[src/rtl/uart_tx_arbiter.sv]
// uart_tx_arbiter
//   Shares one UART transmit channel between N byte-stream requesters.
//   Round-robin arbitration; the owner keeps the channel for one packet,
//   ending at its last-flagged byte or after MAX_BURST bytes. Each grant
//   can be prefixed with a channel-ID header byte (HEADER_BASE | index).
//
// Ports
//   clk           system clock
//   reset         synchronous, active-high reset
//   req_valid     [N]    per-requester byte available
//   req_data      [8N]   per-requester byte, requester i on [8i+7:8i]
//   req_last      [N]    marks the byte on req_data as end of packet
//   req_ready     [N]    per-requester accept (valid & ready = transfer)
//   grant         [N]    one-hot current owner, zero when idle
//   busy                 high whenever a grant is active
//   uart_tx_data  [8]    byte to the uart wrapper (registered)
//   uart_tx_wr           single-cycle write strobe (registered)
//   uart_tx_flag         1 = uart transmitter idle
module uart_tx_arbiter #(
    parameter int         N           = 4,
    parameter bit         HEADER_EN   = 1'b1,
    parameter logic [7:0] HEADER_BASE = 8'hF0,
    parameter int         MAX_BURST   = 16
) (
    input  logic           clk,
    input  logic           reset,
    input  logic [N-1:0]   req_valid,
    input  logic [8*N-1:0] req_data,
    input  logic [N-1:0]   req_last,
    output logic [N-1:0]   req_ready,
    output logic [N-1:0]   grant,
    output logic           busy,
    output logic [7:0]     uart_tx_data,
    output logic           uart_tx_wr,
    input  logic           uart_tx_flag
);

    localparam int IDX_W = (N > 1) ? $clog2(N) : 1;

    typedef enum logic [1:0] {
        IDLE    = 2'd0,
        DATA    = 2'd1,
        WAIT_LO = 2'd2,
        WAIT_HI = 2'd3
    } state_t;

    state_t           state_q;
    logic [N-1:0]     grant_q;
    logic [IDX_W-1:0] owner_q;
    logic [IDX_W-1:0] last_idx_q;
    logic [7:0]       burst_q;
    logic             last_q;
    logic             hdr_q;
    logic [7:0]       tx_data_q;
    logic             tx_wr_q;

    logic [IDX_W-1:0] sel_idx_d;
    logic             any_valid;
    logic             owner_valid;
    logic             owner_last;
    logic [7:0]       owner_data;

    // Round-robin pick: scan last_idx+1 .. last_idx+N (mod N). The loop
    // runs from the farthest candidate down so the nearest valid one wins.
    always_comb begin
        sel_idx_d = last_idx_q;
        for (int k = N; k >= 1; k--) begin
            if (req_valid[(int'(last_idx_q) + k) % N]) begin
                sel_idx_d = IDX_W'((int'(last_idx_q) + k) % N);
            end
        end
    end

    assign any_valid   = |req_valid;
    assign owner_valid = req_valid[owner_q];
    assign owner_last  = req_last[owner_q];
    assign owner_data  = req_data[8*owner_q +: 8];

    always_ff @(posedge clk) begin
        if (reset) begin
            state_q    <= IDLE;
            grant_q    <= '0;
            owner_q    <= '0;
            last_idx_q <= IDX_W'(N - 1);
            burst_q    <= '0;
            last_q     <= 1'b0;
            hdr_q      <= 1'b0;
            tx_data_q  <= 8'h00;
            tx_wr_q    <= 1'b0;
        end else begin
            // Write strobe is a one-cycle pulse unless re-armed below.
            tx_wr_q <= 1'b0;
            case (state_q)
                IDLE: begin
                    if (any_valid && uart_tx_flag) begin
                        owner_q <= sel_idx_d;
                        grant_q <= {{(N-1){1'b0}}, 1'b1} << sel_idx_d;
                        burst_q <= '0;
                        last_q  <= 1'b0;
                        if (HEADER_EN) begin
                            tx_data_q <= HEADER_BASE | 8'(sel_idx_d);
                            tx_wr_q   <= 1'b1;
                            hdr_q     <= 1'b1;
                            state_q   <= WAIT_LO;
                        end else begin
                            state_q <= DATA;
                        end
                    end
                end
                DATA: begin
                    // A stalled owner keeps the grant; nobody preempts it.
                    if (owner_valid) begin
                        tx_data_q <= owner_data;
                        tx_wr_q   <= 1'b1;
                        burst_q   <= burst_q + 8'd1;
                        last_q    <= owner_last;
                        state_q   <= WAIT_LO;
                    end
                end
                WAIT_LO: begin
                    // The strobe cycle lands here too, which absorbs the
                    // wrapper's one-cycle lag before tx_flag drops.
                    if (!uart_tx_flag) begin
                        state_q <= WAIT_HI;
                    end
                end
                WAIT_HI: begin
                    if (uart_tx_flag) begin
                        if (hdr_q) begin
                            hdr_q   <= 1'b0;
                            state_q <= DATA;
                        end else if (last_q || (burst_q == 8'(MAX_BURST))) begin
                            last_idx_q <= owner_q;
                            grant_q    <= '0;
                            state_q    <= IDLE;
                        end else begin
                            state_q <= DATA;
                        end
                    end
                end
                default: state_q <= IDLE;
            endcase
        end
    end

    assign grant        = grant_q;
    assign busy         = (state_q != IDLE);
    assign req_ready    = (state_q == DATA) ? grant_q : '0;
    assign uart_tx_data = tx_data_q;
    assign uart_tx_wr   = tx_wr_q;

endmodule

[config.mk]
export PLATFORM = sky130hd
export DESIGN_NAME = uart_tx_arbiter
export DESIGN_NICKNAME = d
export VERILOG_FILES = /design/src/rtl/uart_tx_arbiter.sv
export SDC_FILE = /design/constraint.sdc
export NUM_CORES = 1
export LEC_CHECK = 0
export BUFFER_PORTS_ARGS = -buffer_cell sky130_fd_sc_hd__buf_2
export CORE_MARGIN = 5
export CORE_UTILIZATION = 35
export CTS_CLUSTER_DIAMETER = 120
export CTS_CLUSTER_SIZE = 20
export DETAILED_ROUTE_END_ITERATION = 16
export GPL_TIMING_DRIVEN = 0
export MAX_ROUTING_LAYER = met4
export PLACE_DENSITY = 0.6
export SLEW_MARGIN = 20
export SYNTH_ARGS = -nofsm -noshare
export SYNTH_HDL_FRONTEND = slang
export SYNTH_SLANG_ARGS = --single-unit
[constraint.sdc]
create_clock -name clk -period 1.59 [get_ports clk]
set_clock_uncertainty 0.15 [all_clocks]
set_input_delay 0.318 -clock clk [delete_from_list [all_inputs] [get_ports clk]]
set_output_delay 0.318 -clock clk [all_outputs]
set_load 0.005 [all_outputs]
Word-level counts from Yosys, hierarchy flattened

Index checks and enable logic that the tools add are counted.

Memories kept: 0
Register bits after elaboration: 29
RAM bits: 0
Bits in latches: 0
Memory bits (read-only): 0
Output and inout bits: 18

Bitwise gates (word level): 5
Div/mod/pow operators: 0
Reduce and logical (&&, ||, !) cells: 17
Multiply operators: 0
$add $sub $neg: 5
Equality and inequality tests: 10
Multiplexer cells: 48
Order comparisons: 5
Shift operators: 2

Operator list:

| kind                | count |
|---|---|
| $mux 8              | 4 |
| $pmux 8 s2          | 2 |
| $shiftx 32x6->8     | 1 |
| $mux 4              | 5 |
| $mux 1              | 18 |
| $lt 3x4->1 const B  | 4 |
| $mux 2              | 8 |
| $bmux 1 s2          | 6 |
| $ne 2x2->1 const B  | 6 |
| $add 8x1->8 const B | 1 |
| $eq 8x5->1 const B  | 1 |
| $pmux 2 s4          | 1 |
| $pmux 4 s2          | 1 |
| $reduce_and 4->1    | 2 |
| $reduce_or 2->1     | 4 |
| $pmux 1 s2          | 3 |
| $reduce_and 3->1    | 2 |
| $reduce_bool 2->1   | 3 |
| $reduce_and 5->1    | 1 |
| $add 2x1->2 const B | 2 |
| $add 2x2->2 const B | 2 |
| $and 1x1->1 const A | 4 |
| $eq 2x2->1 const B  | 2 |
| $reduce_or 4->1     | 1 |
| 8 further kinds     | 8 |

Depth between registers and ports, before layout

Depth after elaboration: 13
Gate-level depth with buffers: 6

Least setup slack after synthesis

OpenSTA, ideal clock, no wires.

Path kind: reg2reg
Start: reg burst_q[0]
End: reg grant_q[2], in the netlist grant[2]
Data required time: 1.292 ns
Clock period less this slack: 1.751 ns
Stages on the path, launching flop included: 7
Arrival time: 1.453 ns
Library setup time: 0.148 ns
Slack: -0.161 ns
Path through: dfxtp_1 -> inv_1 -> ha_1 -> nor4bb_1 -> a21oi_1 -> nor3_1 -> o32ai_1

Word-level cells in the longest chain between the ends: 4

RTL lines:

| item                              | RTL line | text |
|---|---|---|
| start: declaration                | 51       | `logic [7:0] burst_q;` |
| start signal: assignment          | 115      | `burst_q <= burst_q + 8'd1;` |
| $eq 8x5->1                        | 132      | `end else if (last_q \|\| (burst_q == 8'(MAX_BURST))) begin` |
| $logic_or 1x1->1                  | 132      |  |
| $ne 2x2->1 (no source line)       | n/a      |  |
| $reduce_and 5->1 (no source line) | n/a      |  |
| end signal: assignment            | 97       | `grant_q <= {{(N-1){1'b0}}, 1'b1} << sel_idx_d;` |
| end: declaration                  | 48       | `logic [N-1:0] grant_q;` |

No other way between the ends.
A chain may end at the register's enable or synchronous reset.

Worst setup path after layout

Start: reg owner_q[1]
End: reg tx_data_q[5], in the netlist uart_tx_data[5]

Word-level cells in the longest chain between the ends: 4
Elaborated cells on any way between the ends: 7
Classes of those cells: 1 x eq/ne; 1 x shift; 4 x mux; 1 x reduce/logical

RTL lines:

| item                                                    | RTL line | text |
|---|---|---|
| start: declaration                                      | 49       | `logic [IDX_W-1:0] owner_q;` |
| start signal: assignment                                | 96       | `owner_q <= sel_idx_d;` |
| branches (longest 4 deep; another with $shiftx 32x6->8) | n/a      |  |
| end signal: assignment                                  | 101      | `tx_data_q <= HEADER_BASE \| 8'(sel_idx_d);` |
| end signal: assignment                                  | 113      | `tx_data_q <= owner_data;` |
| end: declaration                                        | 54       | `logic [7:0] tx_data_q;` |

Several ways; the timed one is not identified. The select of a mux whose other input is x is not followed.

==> reports/metrics.yaml <==
outcome: "finished, violations left"
arrival_ns: 1.72
dieArea_mm2: 0.00618
via_per_inst: 5.38
cts_buffer_depth: 2
final_cell_area_mm2: 0.00244
critical_path_class: "flop to flop"
async_flop_share_pct: 0
yosys.area.top_type: "dfxtp_1"
insertedDiodeCount: 0
core-area_mm2: 0.00463
grt_setup_unrepaired: "true"
routedWlPerCell_um: 14.9
syn-num-nets: 224
final_common_cell: "buf_2"
grt_pass1_wl_um: 8050
power_density_mw_per_mm2: 776
final_cell_mix: "buf_2 (60), dfxtp_1 (23), nand2_1 (13)"
finalSetupViolations: 29
post-dp-hpwl_um: 3470
grt_start_max_net_pins: 11
synth_area_leaders: "dfxtp_1 (35%), mux4_2 (14%), a21oi_1 (4.9%)"
synth-edff-count: 0
failed_checks: "negative setup slack"
nNetsFinal: 304
fp.dieH_um: 78.6
drive_above_1_share_pct: 53.8
fillCellCount: 424
rows: 25
synth_area_mm2: 0.00165
cts.sinks: 29
p_total_mw: 1.89
maxSlewHeadroom_pct: 64.0
cts_inserted_buffers: 5
slew_viol_final: 0
netlist_instances: 179
p_leak_nw: 1.02
drc: 0
ir_drop_uv: 395
worst_pin_slew_ns: 0.540
hold_class: "primary input to flop"
setup_ws_ns: -0.136
ys_seq_elements: 29
min_period_ns: 1.73
die-width_um: 78.6
drv_cap: 0
cts-htree-levels: 2
drt_iter0_drc: 96
end_kind: "flop"
fin_crit_sh_pct: 109
synth_cell_types: 46
cp_max_fo: 7
placed_area_mm2: 0.00206
clk_pin_slew_ns: 0.07
clk_latency_ns: 0.28
ys_seq_area_share_pct: 35.3
hold_viol: 0
antenna_found_initial: 0
syn_to_final_growth_pct: 48.3
track_usage_pct: 16.8
cts-root-buf: "clkbuf_8"
grt_pass1_vias: 1750
yosysWarnings: 0
synth.top_cell.area_share_pct: 35.3
cts_tree: "done"
start_util_pct: 35.6
route.antenna.remaining_nets: 0
grt-ovfl-total: 0
firstDrtPassIters: 4
ioPinCount: 61
drt_wl_total_um: 4690
synthFlopType: "dfxtp_1"
vias: 1688
synth_area_per_cell_um2: 9.20
worst_ep_required_time_ns: 1.58
gp_congestion: 0.797
fmax_mhz: 579
cp-start-kind: "flop"
port_buffers: 60
postCtsHoldBufs: 0
state kept, by name, indices dropped and copies added (netlist names):
name / cells
burst_q: 8
uart_tx_data: 8
grant: 4
last_idx_q: 2
owner_q: 2
state_q: 2
hdr_q: 1
last_q: 1
uart_tx_wr: 1
Yosys cell counts (2+ instances only):
cell,number
clkbuf_1,5
dfxtp_1,29
ha_1,2
nand2_1,14
mux4_2,10
xor2_1,2
nor2_1,12
nor3_1,12
inv_1,6
o21ai_0,3
a21oi_1,16
or3_1,5
nand3_1,12
mux2i_1,2
nand2b_1,4
o32ai_1,4
and2_1,5
nand4_1,2
buf_2,3
nand3b_1,2
o21ai_2,4
layer usage:
metal	vias to the layer above	global-route usage, %	part of all wire, %
met5	-	-	0
met3	4	3.56	4.3
met1	798	20.9	45
met4	0	4.72	1.1
li1	834	-	-
met2	52	27.7	50
per-stage QoR:
stage | setup TNS (ns) | setup WS (ns) | hold WS [ns] | utilization, % | std cells
global route | -5.24 | -0.221 | 0.277 | 52.7 | 314
floorplan | -0.415 | -0.0505 | 0.286 | - | 179
finish | -3.06 | -0.136 | 0.264 | 52.7 | 314
CTS | -2.58 | -0.180 | 0.235 | 50.9 | 310
global placement | -7.97 | -0.328 | 0.303 | 44.6 | 293
detailed placement | -7.83 | -0.330 | 0.311 | 44.6 | 293
worst max-delay path, stage by stage (launching register included):
cell and delay (ns):
dfxtp_2 0.35, mux4_2 0.57, buf_4 0.18, and2_4 0.17
nor3_2 0.11, nor3_1 0.07
logic make-up after synthesis:
logic type	share of synthesized area, %
flip-flops	35.3
XOR/XNOR	1.06
buffers and inverters	4.41
AO/OA/AOI/OAI	17.9
AND/OR/NAND/NOR	24.9
adder cells (fa/ha/maj)	1.52
multiplexers	14.9
final timing paths:
| path | from | slack [ns] | cells after the start | to |
|---|---|---|---|---|
| setup / recovery | owner_q[1] | -0.14 | 5 | uart_tx_data[5] |
| hold / removal | uart_tx_flag | 0.26 | 3 | state_q[1] |
| setup reg to reg | owner_q[1] | -0.14 | 5 | uart_tx_data[5] |
| hold reg to reg | uart_tx_data[2] | 0.32 | 2 | uart_tx_data[2] |
repair_timing:
action / 4_1_cts / 5_1_grt
cloned: 0 / 1
endpoints found under the setup margin: 32 / 31
buffers inserted: 10 / 4
resized for setup: 39 / 10
pin swaps: 15 / 13
power by group:
part,internal [mW],leakage (nW),total [mW],switching (mW)
logic,0.260,0.739,0.492,0.232
clock network,0.301,0.0439,0.593,0.292
registers,0.769,0.240,0.808,0.0395
area by class of cell:
type	instances	area, um2	share of cell area, %
multi-input cells	134	1150	47.3
inverters	6	25.0	1.03
clock inverters	3	17.5	0.718
well taps	54	67.6	2.77
flip-flops and latches	29	591	24.2
repair buffers	75	449	18.4
clock buffers	5	68.8	2.82
plain buffers	8	67.6	2.77
Power figures use the tool's default switching activity.
